**config.mk**
```make
export PLATFORM = sky130hd
export DESIGN_NAME = lcd_nibble_receiver_flat
export DESIGN_NICKNAME = d
export VERILOG_FILES = /design/src/rtl/lcd_nibble_receiver_pkg.sv /design/src/rtl/lcd_nibble_receiver_if.sv /design/src/rtl/lcd_sync_edge.sv /design/src/rtl/lcd_nibble_receiver.sv /design/src/flat_wrapper.sv
export SDC_FILE = /design/constraint.sdc
export NUM_CORES = 1
export LEC_CHECK = 0
export CELL_PAD_IN_SITES_DETAIL_PLACEMENT = 1
export CELL_PAD_IN_SITES_GLOBAL_PLACEMENT = 2
export CORE_ASPECT_RATIO = 1.2
export CORE_UTILIZATION = 44
export CTS_CLUSTER_SIZE = 14
export DETAILED_ROUTE_END_ITERATION = 16
export PLACE_DENSITY_LB_ADDON = 0.1
export SYNTH_ARGS = -nofsm -noshare
export SYNTH_HDL_FRONTEND = slang
export SYNTH_HIERARCHICAL = 1
export SYNTH_SLANG_ARGS = --single-unit
```
**constraint.sdc**
```tcl
create_clock -name clk_i -period 3.2 [get_ports clk_i]
set_input_delay 0.32 -clock clk_i [delete_from_list [all_inputs] [get_ports clk_i]]
set_output_delay 0.32 -clock clk_i [all_outputs]
set_load 0.02 [all_outputs]
```
**src/rtl/lcd_nibble_receiver_pkg.sv**
```systemverilog
// Shared types and helpers for the HD44780-style nibble receiver.
// Maps LCD DDRAM addresses onto the 32-byte mirror buffer.
package lcd_nibble_receiver_pkg;

    typedef enum logic [1:0] {
        StBoot8,
        StHi,
        StLo
    } rx_state_e;

    localparam int unsigned BufDepth  = 32;
    localparam logic [7:0]  CharSpace = 8'h20;

    localparam int unsigned ErrRs    = 0;
    localparam int unsigned ErrPulse = 1;
    localparam int unsigned ErrBusy  = 2;
    localparam int unsigned ErrRead  = 3;

    // Only 0x00-0x0F and 0x40-0x4F are mirrored.
    function automatic logic addr_visible(logic [6:0] addr);
        return addr[5:4] == 2'b00;
    endfunction

    function automatic logic [4:0] buf_index(logic [6:0] addr);
        return {addr[6], addr[3:0]};
    endfunction

endpackage

```
**src/rtl/lcd_nibble_receiver_if.sv**
```systemverilog
// 4-bit LCD bus: E strobe, RS, RW and data nibble.
interface lcd_nibble_receiver_if;
    logic       e;
    logic       rs;
    logic       rw;
    logic [3:0] dat;

    modport master (output e, rs, rw, dat);
    modport slave  (input  e, rs, rw, dat);
endinterface

```
**src/rtl/lcd_sync_edge.sv**
```systemverilog
// Bus synchronizer with E falling-edge detect and saturating E-high width check.
module lcd_sync_edge #(
    parameter int unsigned SyncStages = 2,
    parameter int unsigned MinEHigh   = 4
) (
    input  logic       clk_i,
    input  logic       rst_i,
    input  logic       e_i,
    input  logic       rs_i,
    input  logic       rw_i,
    input  logic [3:0] dat_i,
    output logic       fall_o,
    output logic       rs_o,
    output logic       rw_o,
    output logic [3:0] dat_o,
    output logic       short_o
);

    localparam int unsigned CntW = $clog2(MinEHigh + 1);

    logic [SyncStages-1:0][6:0] sync_q;
    logic                       e_s;
    logic                       e_prev_q;
    logic [CntW-1:0]            cnt_q;

    always_ff @(posedge clk_i) begin
        if (rst_i) begin
            sync_q   <= '0;
            e_prev_q <= 1'b0;
            cnt_q    <= '0;
        end else begin
            sync_q[0] <= {e_i, rs_i, rw_i, dat_i};
            for (int i = 1; i < int'(SyncStages); i++) begin
                sync_q[i] <= sync_q[i-1];
            end
            e_prev_q <= e_s;
            if (!e_s) begin
                cnt_q <= '0;
            end else if (cnt_q != CntW'(MinEHigh)) begin
                cnt_q <= cnt_q + CntW'(1);
            end
        end
    end

    assign e_s   = sync_q[SyncStages-1][6];
    assign rs_o  = sync_q[SyncStages-1][5];
    assign rw_o  = sync_q[SyncStages-1][4];
    assign dat_o = sync_q[SyncStages-1][3:0];

    // cnt_q still holds the full high width in the cycle the fall is seen.
    assign fall_o  = e_prev_q & ~e_s;
    assign short_o = fall_o & (cnt_q < CntW'(MinEHigh));

endmodule

```
**src/rtl/lcd_nibble_receiver.sv**
```systemverilog
// HD44780-style 4-bit bus receiver: assembles bytes, executes the writer's command
// subset and mirrors both 16-char rows into a readable character buffer.
module lcd_nibble_receiver
    import lcd_nibble_receiver_pkg::*;
#(
    parameter int unsigned SyncStages  = 2,
    parameter int unsigned MinEHigh    = 4,
    parameter int unsigned BusyCycles  = 40,
    parameter int unsigned ClearCycles = 1600
) (
    input  logic                   clk_i,
    input  logic                   rst_i,
    lcd_nibble_receiver_if.slave   lcd_io,
    input  logic [4:0]             rd_idx_i,
    output logic [7:0]             rd_char_o,
    output logic                   byte_valid_o,
    output logic                   byte_rs_o,
    output logic [7:0]             byte_data_o,
    output logic                   busy_o,
    output logic                   mode4_o,
    output logic                   disp_on_o,
    output logic [3:0]             err_o
);

    localparam int unsigned BusyW = $clog2(ClearCycles + 1);

    logic       fall, rs_s, rw_s, short_pulse;
    logic [3:0] dat_s;

    lcd_sync_edge #(
        .SyncStages (SyncStages),
        .MinEHigh   (MinEHigh)
    ) u_sync_edge (
        .clk_i   (clk_i),
        .rst_i   (rst_i),
        .e_i     (lcd_io.e),
        .rs_i    (lcd_io.rs),
        .rw_i    (lcd_io.rw),
        .dat_i   (lcd_io.dat),
        .fall_o  (fall),
        .rs_o    (rs_s),
        .rw_o    (rw_s),
        .dat_o   (dat_s),
        .short_o (short_pulse)
    );

    rx_state_e        state_q, state_d;
    logic [3:0]       hi_q, hi_d;
    logic             hi_rs_q, hi_rs_d;
    logic             mode4_q, mode4_d;
    logic             disp_on_q, disp_on_d;
    logic             id_q, id_d;
    logic [6:0]       addr_q, addr_d;
    logic [3:0]       err_q, err_d;
    logic [BusyW-1:0] busy_q, busy_d;
    logic             byte_valid_q, byte_valid_d;
    logic             byte_rs_q, byte_rs_d;
    logic [7:0]       byte_data_q, byte_data_d;
    logic [7:0]       rd_char_q;
    logic [7:0]       mem_q [BufDepth];

    logic             exec, exec_rs, wr_en, clear_all;
    logic [7:0]       exec_byte;

    always_comb begin
        state_d      = state_q;
        hi_d         = hi_q;
        hi_rs_d      = hi_rs_q;
        mode4_d      = mode4_q;
        disp_on_d    = disp_on_q;
        id_d         = id_q;
        addr_d       = addr_q;
        err_d        = err_q;
        busy_d       = (busy_q != '0) ? busy_q - BusyW'(1) : busy_q;
        byte_valid_d = 1'b0;
        byte_rs_d    = byte_rs_q;
        byte_data_d  = byte_data_q;
        exec         = 1'b0;
        exec_rs      = 1'b0;
        exec_byte    = '0;
        wr_en        = 1'b0;
        clear_all    = 1'b0;

        if (fall) begin
            if (short_pulse) err_d[ErrPulse] = 1'b1;
            if (rw_s) begin
                err_d[ErrRead] = 1'b1;
            end else begin
                if (busy_o) err_d[ErrBusy] = 1'b1;
                unique case (state_q)
                    StBoot8: begin
                        exec      = 1'b1;
                        exec_rs   = rs_s;
                        exec_byte = {dat_s, 4'h0};
                    end
                    StHi: begin
                        hi_d    = dat_s;
                        hi_rs_d = rs_s;
                        state_d = StLo;
                    end
                    StLo: begin
                        state_d = StHi;
                        if (rs_s != hi_rs_q) begin
                            err_d[ErrRs] = 1'b1;
                        end else begin
                            exec      = 1'b1;
                            exec_rs   = rs_s;
                            exec_byte = {hi_q, dat_s};
                        end
                    end
                    default: state_d = StBoot8;
                endcase
            end
        end

        if (exec) begin
            byte_valid_d = 1'b1;
            byte_rs_d    = exec_rs;
            byte_data_d  = exec_byte;
            busy_d       = BusyW'(BusyCycles);
            if (exec_rs) begin
                wr_en  = addr_visible(addr_q);
                addr_d = id_q ? addr_q + 7'd1 : addr_q - 7'd1;
            end else if (exec_byte[7]) begin
                addr_d = exec_byte[6:0];
            end else if (exec_byte[6]) begin
                // CGRAM address: not mirrored
            end else if (exec_byte[5]) begin
                mode4_d = ~exec_byte[4];
                state_d = exec_byte[4] ? StBoot8 : StHi;
            end else if (exec_byte[4]) begin
            end else if (exec_byte[3]) begin
                disp_on_d = exec_byte[2];
            end else if (exec_byte[2]) begin
                id_d = exec_byte[1];
            end else if (exec_byte[1]) begin
                addr_d = '0;
                busy_d = BusyW'(ClearCycles);
            end else if (exec_byte[0]) begin
                clear_all = 1'b1;
                addr_d    = '0;
                id_d      = 1'b1;
                busy_d    = BusyW'(ClearCycles);
            end
        end
    end

    always_ff @(posedge clk_i) begin
        if (rst_i) begin
            state_q      <= StBoot8;
            hi_q         <= '0;
            hi_rs_q      <= 1'b0;
            mode4_q      <= 1'b0;
            disp_on_q    <= 1'b0;
            id_q         <= 1'b1;
            addr_q       <= '0;
            err_q        <= '0;
            busy_q       <= '0;
            byte_valid_q <= 1'b0;
            byte_rs_q    <= 1'b0;
            byte_data_q  <= '0;
        end else begin
            state_q      <= state_d;
            hi_q         <= hi_d;
            hi_rs_q      <= hi_rs_d;
            mode4_q      <= mode4_d;
            disp_on_q    <= disp_on_d;
            id_q         <= id_d;
            addr_q       <= addr_d;
            err_q        <= err_d;
            busy_q       <= busy_d;
            byte_valid_q <= byte_valid_d;
            byte_rs_q    <= byte_rs_d;
            byte_data_q  <= byte_data_d;
        end
    end

    // Read is registered from the pre-write contents, so a same-cycle write shows next read.
    always_ff @(posedge clk_i) begin
        if (rst_i) begin
            rd_char_q <= '0;
            for (int i = 0; i < int'(BufDepth); i++) mem_q[i] <= CharSpace;
        end else begin
            rd_char_q <= mem_q[rd_idx_i];
            if (clear_all) begin
                for (int i = 0; i < int'(BufDepth); i++) mem_q[i] <= CharSpace;
            end else if (wr_en) begin
                mem_q[buf_index(addr_q)] <= exec_byte;
            end
        end
    end

    assign rd_char_o    = rd_char_q;
    assign byte_valid_o = byte_valid_q;
    assign byte_rs_o    = byte_rs_q;
    assign byte_data_o  = byte_data_q;
    assign busy_o       = busy_q != '0;
    assign mode4_o      = mode4_q;
    assign disp_on_o    = disp_on_q;
    assign err_o        = err_q;

endmodule

```
**src/flat_wrapper.sv**
```systemverilog
// flat-port wrapper written by rule: the top's interface ports become plain ports
module lcd_nibble_receiver_flat import lcd_nibble_receiver_pkg::*;
#(
    parameter int unsigned SyncStages  = 2,
    parameter int unsigned MinEHigh    = 4,
    parameter int unsigned BusyCycles  = 40,
    parameter int unsigned ClearCycles = 1600
)
  (clk_i, rst_i, rd_idx_i, rd_char_o, byte_valid_o, byte_rs_o, byte_data_o, busy_o, mode4_o, disp_on_o, err_o, lcd_io_e, lcd_io_rs, lcd_io_rw, lcd_io_dat);
  lcd_nibble_receiver_if lcd_io_i ();
  input  logic clk_i;
  input  logic rst_i;
  input  logic [4:0] rd_idx_i;
  output logic [7:0] rd_char_o;
  output logic byte_valid_o;
  output logic byte_rs_o;
  output logic [7:0] byte_data_o;
  output logic busy_o;
  output logic mode4_o;
  output logic disp_on_o;
  output logic [3:0] err_o;
  input wire logic [$bits(lcd_io_i.e)-1:0] lcd_io_e;
  input wire logic [$bits(lcd_io_i.rs)-1:0] lcd_io_rs;
  input wire logic [$bits(lcd_io_i.rw)-1:0] lcd_io_rw;
  input wire logic [$bits(lcd_io_i.dat)-1:0] lcd_io_dat;
  assign lcd_io_i.e = lcd_io_e;
  assign lcd_io_i.rs = lcd_io_rs;
  assign lcd_io_i.rw = lcd_io_rw;
  assign lcd_io_i.dat = lcd_io_dat;
  lcd_nibble_receiver #(.SyncStages(SyncStages), .MinEHigh(MinEHigh), .BusyCycles(BusyCycles), .ClearCycles(ClearCycles)) u_core (.clk_i(clk_i), .rst_i(rst_i), .lcd_io(lcd_io_i), .rd_idx_i(rd_idx_i), .rd_char_o(rd_char_o), .byte_valid_o(byte_valid_o), .byte_rs_o(byte_rs_o), .byte_data_o(byte_data_o), .busy_o(busy_o), .mode4_o(mode4_o), .disp_on_o(disp_on_o), .err_o(err_o));
endmodule
```
# Yosys cells after proc, flatten, opt, wreduce, memory -nomap -nowiden

Memory sizes are Yosys's and may differ from the RTL's. A register that Yosys moved wholly into a read port is not among the register bits.
Index checks and enable logic that the tools add are counted.

$add $sub $neg: 4
Multiply operators: 0
Divide/modulo/power cells: 0
Order comparisons: 1
Equal/unequal tests: 10
Shifts and indexed selects: 0
Muxes and demuxes: 102
Bitwise operators: 42
Reduce and logical (&&, ||, !) cells: 17

Operator list:

| operator                | count |
|---|---|
| $mux W8                 | 36 |
| $mux W11                | 11 |
| $mux W7                 | 10 |
| $mux W1                 | 33 |
| $or A1 B1 Y1            | 32 |
| $pmux W8 S2             | 1 |
| $ne A3 B1 Y1 const B    | 5 |
| $mux W2                 | 7 |
| $reduce_and A7 Y1       | 2 |
| $reduce_bool A11 Y1     | 1 |
| $sub A11 B1 Y11 const B | 1 |
| $reduce_and A9 Y1       | 1 |
| $not A1 Y1              | 8 |
| $reduce_or A8 Y1        | 1 |
| $add A7 B1 Y7 const B   | 1 |
| $sub A7 B1 Y7 const B   | 1 |
| $pmux W2 S3             | 1 |
| $reduce_and A3 Y1       | 2 |
| $mux W5                 | 1 |
| $reduce_and A5 Y1       | 1 |
| $logic_not A2 Y1        | 2 |
| $pmux W1 S2             | 2 |
| $reduce_and A2 Y1       | 2 |
| $reduce_and A4 Y1       | 1 |
| other kinds (11)        | 13 |

Register bits: 60
Latch bits: 0
Bits in writable memories: 256
ROM bits: 0
Input port bits: 14
Memories kept: 1

Memory list:

| name         | depth | bits a word | rd ports | clocked after Yosys merged registers in | wr ports | RTL line                  | RTL |
|---|---|---|---|---|---|---|---|
| u_core.mem_q | 32    | 8           | 1        | 1                                       | 32       | lcd_nibble_receiver.sv:60 | `logic [7:0] mem_q [BufDepth];` |

# Logic depth before layout (Yosys ltp)

Depth after elaboration: 20
Depth in mapped cells: 9

# Cells and area by module

The synthesis kept the hierarchy.

By module, submodules not included:

| module              | times used | cells each | area each (um^2) |
|---|---|---|---|
| lcd_nibble_receiver | 1          | 1,100      | 13,869.6 |
| lcd_sync_edge       | 1          | 54         | 600.6 |

# Worst setup path before layout

Ideal clock, no wire load.

Path type: register to register
From: reg u_core.u_sync_edge.e_prev_q
To: mem u_core.mem_q[24][0], enable pin
Arrival time: 2,469 ps
Data required time: 2,826 ps
Path slack: 357 ps
Cell stages (with the launch flop): 10
Buffers on the path: 3
Path through: dfxtp_1 nor2b_1 or3b_1 buf_2 nor2_1 nand3_1 or3_1 buf_2 buf_6 o21ai_1

RTL lines:

| element                | RTL line                  | RTL |
|---|---|---|
| from (decl)            | lcd_sync_edge.sv:23       | `logic e_prev_q;` |
| from (signal assigned) | lcd_sync_edge.sv:36       | `e_prev_q <= e_s;` |
| to (decl)              | lcd_nibble_receiver.sv:60 |  |

==> results.toml <==
[setup_path]
setup.worst_path.end_class = "flop"
crit_required_ps = 3360
timing.reg2reg.worst_path_depth = 7
timing.rr.start = "u_core/u_sync_edge/e_prev_q"
r2r-end = "u_core/mem_q[4][4]"
arrival_ps = 3220
cp-start-kind = "flop"
crit_type = "flop to flop"
reg2reg_slack_ps = 140
worst-path-max-fanout = 16

[clock_network]
clk_path_buf_depth = 3
cts_root_buf = "clkbuf_16"
h-tree-depth = 2
post_cts_buffers = 0
cts.clk_slew.worst_paths_ps = 60
cts_buffers = 36
cts.sinks = 324
tritoncts = "done"
clk-insertion-delay-late_ps = 530

[route]
vias_per_cell = 5.780
antenna_left = 0
drc = 0
routed_wirelength_um = 41890
first_pass_iters = 4
routedWlPerCell_um = 25.57
drt_iter0_drc = 686
route.vias.total = 9468

[power]
powerDensity_nw_per_um2 = 588.4
peakVddDrop_v = 0.0004657
finalPower_w = 0.009809
p_leak_nw = 5.457

[floorplan]
die_area_um2 = 33620
die_h_um = 200.7
core_area_um2 = 32340
rows = 72
pin_count = 39
dieWidth_um = 167.5
start_util = 0.4474

[sta]
holdWs_ps = 327.6
relSlewSlack = 0.2509
fin_crit_ps = 3059
finalSetupViolations = 0
fmax_mhz = 326.9
fin_skew_ps = 19.55
tightest_slew_ps = 1112
rsz0062_at_grt = "true"
finalHoldViolations = 0
report.final.slew_viol_count = 0
fin_crit_sh = 0.9561

[placement]
io_buffers = 38
place_congestion = 0.8518
dp_hpwl_um = 29380
dpl.cell_count = 1575
place_area_um2 = 15490

[finish]
drive_above_1_share = 0.1706
area_delta_synth_final_pct = 15.21
final_area_um2 = 16670
antenna_cells = 0
final_cells = 1638
nets = 1230
final_core_util = 0.5155
n_fill_cell = 3250

[logic_synthesis]
yosys_most_used_dff = "edfxtp_1"
yosys_register_bits = 324
syn_area_per_cell_um2 = 12.54
ys_seq_area_frac = 0.6253
synth_enable_flop_cells = 256
synth_cells = 1154
synth.distinct_cells = 72
async_flop_share = 0
synth_area_um2 = 14470
yosys_warnings = 6
syn_nets = 1178

[grt]
track_usage = 0.2546
antenna_found_initial = 0
grt_max_degree = 65
grt_remaining_overflow = 0
grt_pass1_wl_um = 62200
grt_pass1_vias = 9711

[status]
status = "completed"

[hold_path]
min_to = "u_core/addr_q[0]"
min_path_cells = 5
min_from = "rst_i"
worstHoldPathType = "input port to flop"

[flow_run]
cap_violations = 0
-- timing repair --
item / 4_1_cts / 5_1_grt
hold endpoints to repair: 0 / 0
setup endpoints to repair: 16 / 56
hold buffers: 0 / 0
pin swaps: 0 / 0
gates resized for setup: 2 / 5
-- per-stage QoR --
| step | worst slack (ps) | TNS [ps] |
|---|---|---|
| 6_report | 140.6 | 0 |
| 5_1_grt | -90.34 | -1413 |
| 4_1_cts | 4.246 | 0 |
| 3_5_place_dp | -89.67 | -853.0 |
| 3_3_place_gp | 42.88 | 0 |
| 2_1_floorplan | 357.4 | 0 |
-- worst max-delay path, cell delays in order, from the launching register on --
cell	delay, ps
dfxtp_1	300
nor2b_1	270
nor4b_2	300
nand2_1	240
nor4_2	500
nand2_1	250
buf_4	260
o21ai_1	560
-- placed cells by master, fill, tap and decap left out, types with 4 or more instances in the layout --
master and n:
nor2_1 267, clkinv_1 9, clkbuf_16 37, clkdlybuf4s50_1 34, xnor2_1 4, clkbuf_1 4
nand2b_1 12, ha_1 9, dfxtp_1 68, nor3_1 9, nor3b_1 4, nand3b_1 6
nand2_1 109, a21oi_1 29, o21ai_1 21, mux2i_1 22, clkinv_2 4, inv_1 8
nand3_1 20, nand4_1 4, o22ai_1 8, and2_1 4, bufinv_16 5, o21ai_0 32
buf_12 6, nor4_1 9, a21o_1 4, mux2_2 17, xor2_1 6, mux4_2 64
or3_1 6, edfxtp_1 256, buf_4 49, nor2b_1 21
-- area by class of cell --
type	instances	area, µm²	area share
Clock buffer	44	964.7	0.05787
Clock inverter	19	215.2	0.01291
Inverter	9	33.78	0.002026
Multi-Input combinational cell	743	5056	0.3033
Sequential cell	324	9049	0.5428
Tap cell	407	509.2	0.03055
Timing Repair Buffer	92	843.3	0.05059
-- synthesized netlist by cell type (all sizes together), types with 10 or more instances --
cell | number | share of area
dfxtp | 68 | 0.094
a21oi | 29 | 0.010
nor3 | 11 | 0.0045
edfxtp | 256 | 0.53
clkbuf | 51 | 0.013
mux2 | 17 | 0.013
nand2 | 109 | 0.028
nor2b | 21 | 0.0091
mux4 | 64 | 0.10
nor2 | 267 | 0.069
buf | 27 | 0.010
mux2i | 22 | 0.015
nand3 | 20 | 0.0069
nand2b | 12 | 0.0052
nor4 | 10 | 0.0048
o21ai | 55 | 0.019
-- worst max-delay path by stage --
stage                                 from                  end  slack, ps
3_5_place_dp        u_core/u_sync_edge/e_s   u_core/mem_q[0][1]        -90
5_1_grt        u_core/u_sync_edge/e_prev_q   u_core/mem_q[4][6]        -90
2_1_floorplan  u_core/u_sync_edge/e_prev_q  u_core/mem_q[24][0]        360
6_report       u_core/u_sync_edge/e_prev_q   u_core/mem_q[4][4]        140
3_3_place_gp   u_core/u_sync_edge/e_prev_q   u_core/mem_q[0][3]         40
4_1_cts             u_core/u_sync_edge/e_s   u_core/mem_q[7][2]          4
-- sequential cells by signal, summed over array words and instances, names as in the netlist, 2 cells and up --
name	flops
u_core/state_q	2
u_core/busy_q	11
u_core/mem_q	256
u_core/addr_q	7
u_core/byte_data_o	8
u_core/rd_char_o	8
u_core/u_sync_edge/cnt_q	3
u_core/hi_q	4
u_core/u_sync_edge/dat_o	4
u_core/err_o	4
u_core/u_sync_edge/sync_q	7
-- cells by family after synthesis --
| logic type | Yosys count | share of synthesized area |
|---|---|---|
| DFF | 324 | 0.6253 |
| adders and majority gates | 10 | 0.009166 |
| AOI/OAI and AO/OA | 125 | 0.05266 |
| xor gates and xnor gates | 10 | 0.006052 |
| buffers and inverters | 87 | 0.02603 |
| muxes | 103 | 0.1281 |
| and+or+nand+nor | 495 | 0.1527 |
-- where the power goes --
group | internal (W) | switching, W | total, W | leakage (nW)
combinational | 0.000366 | 0.000462 | 0.000828 | 1.83
clock | 0.00254 | 0.00164 | 0.00418 | 0.575
sequential | 0.00470 | 0.000103 | 0.00480 | 3.05
total | 0.00761 | 0.00220 | 0.00981 | 5.46
-- per-layer routing --
metal  GRT usage  wire, µm  up-vias
met2      0.4298     20880      267
li1            -         -     4309
met4     0.08486      1164        0
met5           0         0        -
met1      0.3435     18050     4836
met3     0.02800      1792       56
(Power assumes the default switching activity.)
